## src/rtl/cb.sv

```systemverilog
// 8x8 complex corner-turn buffer: rows written on dinre/dinim, columns read out on doutre/doutim.
// Optional CB_ZERO_IDLE_EN: outputs and counter forced to 0 whenever not sending.
module cb_row (
    input  logic        clk,
    input  logic        we,
    input  logic [79:0] re_row,
    input  logic [79:0] im_row,
    input  logic [2:0]  col,
    output logic [9:0]  re_sel,
    output logic [9:0]  im_sel
);
    // One buffered row; its column slot feeds output lane equal to the row number.
    logic [7:0][9:0] re_mem;
    logic [7:0][9:0] im_mem;

    always_ff @(posedge clk) begin
        if (we) begin
            re_mem <= re_row;
            im_mem <= im_row;
        end
    end

    assign re_sel = re_mem[col];
    assign im_sel = im_mem[col];
endmodule

module cb (
    input  logic        clk,
    input  logic        rst_n,
    input  logic        start_count,
    input  logic [79:0] dinre,
    input  logic [79:0] dinim,
    output logic [79:0] doutre,
    output logic [79:0] doutim,
    output logic [2:0]  counter,
    output logic        start_send
);
    typedef enum logic [1:0] {IDLE, LOAD, SEND} state_t;

    state_t          state_q, state_d;
    logic [2:0]      idx_q, idx_d;
    logic            wr_en;
    logic [2:0]      wr_row;
    logic            send_en;
    logic [7:0]      row_we;
    logic [7:0][9:0] sel_re;
    logic [7:0][9:0] sel_im;

    always_ff @(posedge clk) begin
        if (!rst_n) begin
            state_q <= IDLE;
            idx_q   <= 3'd0;
        end else begin
            state_q <= state_d;
            idx_q   <= idx_d;
        end
    end

    always_comb begin
        state_d = state_q;
        idx_d   = idx_q;
        wr_en   = 1'b0;
        wr_row  = idx_q;
        send_en = 1'b0;
        case (state_q)
            IDLE: begin
                if (start_count) begin
                    wr_en   = 1'b1;
                    wr_row  = 3'd0;
                    idx_d   = 3'd1;
                    state_d = LOAD;
                end
            end
            LOAD: begin
                wr_en = 1'b1;
                if (idx_q == 3'd7) begin
                    idx_d   = 3'd0;
                    state_d = SEND;
                end else begin
                    idx_d = idx_q + 3'd1;
                end
            end
            SEND: begin
                send_en = 1'b1;
                idx_d   = idx_q + 3'd1;
                if (idx_q == 3'd7) state_d = IDLE;
            end
            default: state_d = IDLE;
        endcase
    end

    assign row_we = wr_en ? (8'd1 << wr_row) : 8'd0;

    for (genvar r = 0; r < 8; r++) begin : g_row
        cb_row u_row (
            .clk    (clk),
            .we     (row_we[r]),
            .re_row (dinre),
            .im_row (dinim),
            .col    (idx_q),
            .re_sel (sel_re[r]),
            .im_sel (sel_im[r])
        );
    end

    always_ff @(posedge clk) begin
        if (!rst_n) begin
            doutre     <= '0;
            doutim     <= '0;
            counter    <= 3'd0;
            start_send <= 1'b0;
        end else if (send_en) begin
            doutre     <= sel_re;
            doutim     <= sel_im;
            counter    <= idx_q;
            start_send <= (idx_q == 3'd0);
        end else begin
            start_send <= 1'b0;
`ifdef CB_ZERO_IDLE_EN
            doutre     <= '0;
            doutim     <= '0;
            counter    <= 3'd0;
`endif
        end
    end
endmodule

```

## config.mk

```make
export PLATFORM = sky130hd
export DESIGN_NAME = cb
export DESIGN_NICKNAME = d
export VERILOG_FILES = /design/src/rtl/cb.sv
export SDC_FILE = /design/constraint.sdc
export NUM_CORES = 1
export LEC_CHECK = 0
export CORE_MARGIN = 3
export CORE_UTILIZATION = 30
export DETAILED_ROUTE_END_ITERATION = 10
export GPL_TIMING_DRIVEN = 0
export PLACE_DENSITY = 0.49
export SLEW_MARGIN = 0
export SYNTH_ARGS = -nofsm -noshare
export SYNTH_HDL_FRONTEND = slang
export SYNTH_SLANG_ARGS = --single-unit
```

## constraint.sdc

```tcl
create_clock -name clk -period 28.4 [get_ports clk]
set_input_delay 2.84 -clock clk [delete_from_list [all_inputs] [get_ports clk]]
set_output_delay 2.84 -clock clk [all_outputs]
set_load 0.05 [all_outputs]
```

==> results.sh <==
export IMPL_tritoncts="yes"
export IMPL_post_dp_hpwl_um=136000
export IMPL_routedWlPerCell_um=31.2
export IMPL_slew_violations=0
export IMPL_post_cts_resized=0
export IMPL_slew_headroom_pct=27.4
export IMPL_drv_cap=0
export IMPL_route_met2_wl_um=86800
export IMPL_drc=0
export IMPL_wl_met3_um=11600
export IMPL_final_nets=3577
export IMPL_crit_path_top_delay_cell="nor4b_2"
export IMPL_drt_wl_total_um=184000
export IMPL_fin_tns_setup_ps=0
export IMPL_cts_buffers=147
export IMPL_synth_nets=2978
export IMPL_die_y_um=430
export IMPL_register_area_um2=41800
export IMPL_synthCells=2807
export IMPL_path_cells="clkdlybuf4s50_1, nand2_1, nor4b_2, buf_6, buf_4, buf_4, buf_4, buf_4, buf_4"
export IMPL_drt_iter0_drc=3382
export IMPL_yosysMostFrequentCell="edfxtp_1"
export IMPL_cts_setup_buffers=0
export IMPL_worst_ep_arrival_time_ps=5530
export IMPL_start_kind="input pin"
export IMPL_synth_warnings=0
export IMPL_skew_ps=25.6
export IMPL_combPwrFrac_pct=5.2
export IMPL_met1_length_um=79100
export IMPL_hold_viol=0
export IMPL_cp_max_fo=9
export IMPL_sw_frac_of_total_pct=21.6
export IMPL_ctsHoldBuffers=0
export IMPL_grt_start_max_net_pins=33
export IMPL_drive_gt1_share_pct=16.8
export IMPL_p_sw_mw=0.975
export IMPL_multi_input_area_um2=11400
export IMPL_worstMarginPinSlew_ps=1090
export IMPL_areaGrowthSynthToFinish_pct=22.7
export IMPL_synthTopCellsByArea="edfxtp_1 (71%), mux4_2 (6.7%), dfxtp_1 (6.3%)"
export IMPL_place_gp_congestion=0.905
export IMPL_synthDistinctLibCells=34
export IMPL_clock_latency_ps=790
export IMPL_pwr_share_seq_pct=52.7
export IMPL_layout_min_cycle_time_ps=5060
export IMPL_whs_ps=497
export IMPL_clkPwrFrac_pct=42.1
export IMPL_irDropWorstVdd_mv=0.0626
export IMPL_top_layer="met5"
export IMPL_io_pins=327
export IMPL_grt_pass1_wl_um=249000
export IMPL_rrSetupSlack_ps=24220
export IMPL_worst_path_buf_inv=7
export IMPL_async_flop_share_pct=0
export IMPL_grt_pass1_vias=28900
export IMPL_grt_total_usage_pct=19.6
export IMPL_hold_start="doutim[53]"
export IMPL_r2r_end="g_row[5].u_row.im_mem[72]"
export IMPL_ant_nets=0
export IMPL_cts_clk_slew_worst_paths_ps=60
export IMPL_rsz0062_at_grt="no"
export IMPL_internal_power_mw=3.53
export IMPL_crit_type="input pin to register"
export IMPL_power_density_nw_per_um2=68.0
export IMPL_outcome="complete, no violations"
export IMPL_vias_per_cell=5.04
export IMPL_yosys_area_top_type="edfxtp_1"
export IMPL_synthTopCellsByCount="edfxtp_1 (1,280), mux2i_1 (323), dfxtp_1 (169), nand2b_1 (162)"
export IMPL_synth_top_area_share_pct=71.1
export IMPL_portBuffers=326
export IMPL_min_path_cells=2
export IMPL_ys_flop_type="edfxtp_1"
export IMPL_grt_ovfl_total=0
export IMPL_die_area_um2=185000
export IMPL_startpoint="start_count"
export IMPL_synth_edff_count=1280
export IMPL_syn_area_um2=54100
export IMPL_rr_startpoint="idx_q[2]"
export IMPL_initial_core_util_pct=30.2
export IMPL_hp_class="register to register"
export IMPL_core_um2=179000
export IMPL_cts_buffer_depth=3
export IMPL_antenna_found_initial=25
export IMPL_clockRootBuffer="clkbuf_16"
export IMPL_synth_seq_cells=1449
export IMPL_vias=29700
export IMPL_row_count=155
export IMPL_crit_family="buffers and inverters"
export IMPL_cp_common_cell="buf_4"
export IMPL_drtPass1Iterations=6
export IMPL_finalSetupViolations=0
export IMPL_crit_path_end_kind="register"
export IMPL_cts_sinks=1449
export IMPL_synth_avg_cell_area_um2=19.3
export IMPL_fmax_mhz=198
export IMPL_period_share_pct=17.8
export IMPL_critPathRequiredTime_ps=28870
export IMPL_die_x_um=430
export IMPL_rr_worst_depth=11
export IMPL_slowest_delay_ps=760
export IMPL_fill_cells=16700
export IMPL_leakagePower_nw=20.0
export IMPL_cts_max_level=4
export IMPL_ys_seq_area_share_pct=77.4
export IMPL_holdPathEnd="doutim[53]"
cell usage in the layout, fill, tap and decap left out, drive strengths merged, types with 2 or more instances in the layout:
cell / instances
a21oi: 5
a31oi: 160
buf: 234
bufinv: 11
clkbuf: 256
clkdlybuf4s50: 326
clkinv: 52
clkinvlp: 2
dfxtp: 169
diode: 10
edfxtp: 1280
ha: 8
inv: 19
mux2i: 323
mux4: 160
nand2: 40
nand2b: 162
nand3: 126
nand3b: 3
nor2: 6
nor2b: 3
nor3: 2
nor4b: 3
o21ai: 5
o22a: 160
worst max path at each step:
stage	end	slack (ps)	depth (start not counted)
2_1_floorplan	g_row[1].u_row.im_mem[0]	7890	2
3_3_place_gp	g_row[4].u_row.im_mem[68]	-4320	3
3_5_place_dp	g_row[1].u_row.re_mem[25]	22600	9
4_1_cts	doutre[3]	23300	1
5_1_grt	g_row[1].u_row.re_mem[38]	23250	9
6_report	g_row[1].u_row.re_mem[18]	23340	9
logic make-up (layout without fill, tap and decap cells):
group,after synthesis,count (layout),share of synthesized area (%)
adder cells (fa/ha/maj),8,8,0.185
AO/OA/AOI/OAI,335,335,4.62
other,0,10,0
multiplexers,483,483,12.6
flip-flops,1449,1449,77.4
AND/OR/NAND/NOR,349,349,3.56
buffers and inverters,183,900,1.63
flip-flops by register name, indices dropped and copies added, names as in the netlist:
| signal | count |
|---|---|
| g_row.u_row.im_mem | 640 |
| g_row.u_row.re_mem | 640 |
| doutim | 80 |
| doutre | 80 |
| counter | 3 |
| idx_q | 3 |
| state_q | 2 |
| start_send | 1 |
final cells by class:
| class | instances | share of cell area (%) |
|---|---|---|
| Clock buffer | 189 | 5.94 |
| Antenna cell | 10 | 0.0377 |
| Clock inverter | 78 | 1.06 |
| Tap cell | 2355 | 4.44 |
| Sequential cell | 1449 | 63.1 |
| Buffer | 177 | 1.29 |
| Inverter | 6 | 0.0340 |
| Timing Repair Buffer | 450 | 6.93 |
| Multi-Input combinational cell | 1175 | 17.2 |
per-stage QoR:
stage                     cell area [um^2]  setup slack [ps]  std cells  util (%)  total power [mW]
after floorplan                      54100              7890       2807         -              2.54
after global placement               60300             -4320       5488      33.7              2.68
after detailed placement             61700             22600       5612      34.5              2.66
after CTS                            66300             23300       5879      37.1              4.55
after global routing                 66300             23250       5881      37.1              4.64
final                                66300             23340       5889      37.1              4.51
worst reg2reg max path, stage by stage, from the launching register on:
cell and delay, ps:
dfxtp_1 330, buf_2 180, buf_2 270, clkbuf_1 700, nand2_1 370, nor4b_2 720
buf_4 280, buf_4 200, buf_4 190, buf_4 200, buf_4 220, buf_4 210
power by group through the flow:
| stage | clock network, mW | registers, mW | logic [mW] |
|---|---|---|---|
| floorplan | 0 | 2.44 | 0.0992 |
| global placement | 0 | 2.45 | 0.224 |
| detailed placement | 0 | 2.42 | 0.240 |
| CTS | 1.93 | 2.37 | 0.241 |
| global route | 2.02 | 2.38 | 0.249 |
| finish | 1.90 | 2.37 | 0.236 |
per-layer routing:
layer	vias up	global-route usage (%)
met4	8	6.89
met5	-	0
met3	223	3.49
li1	12600	-
met1	15700	27.0
met2	1122	31.2
Power figures use the tool's default switching activity.
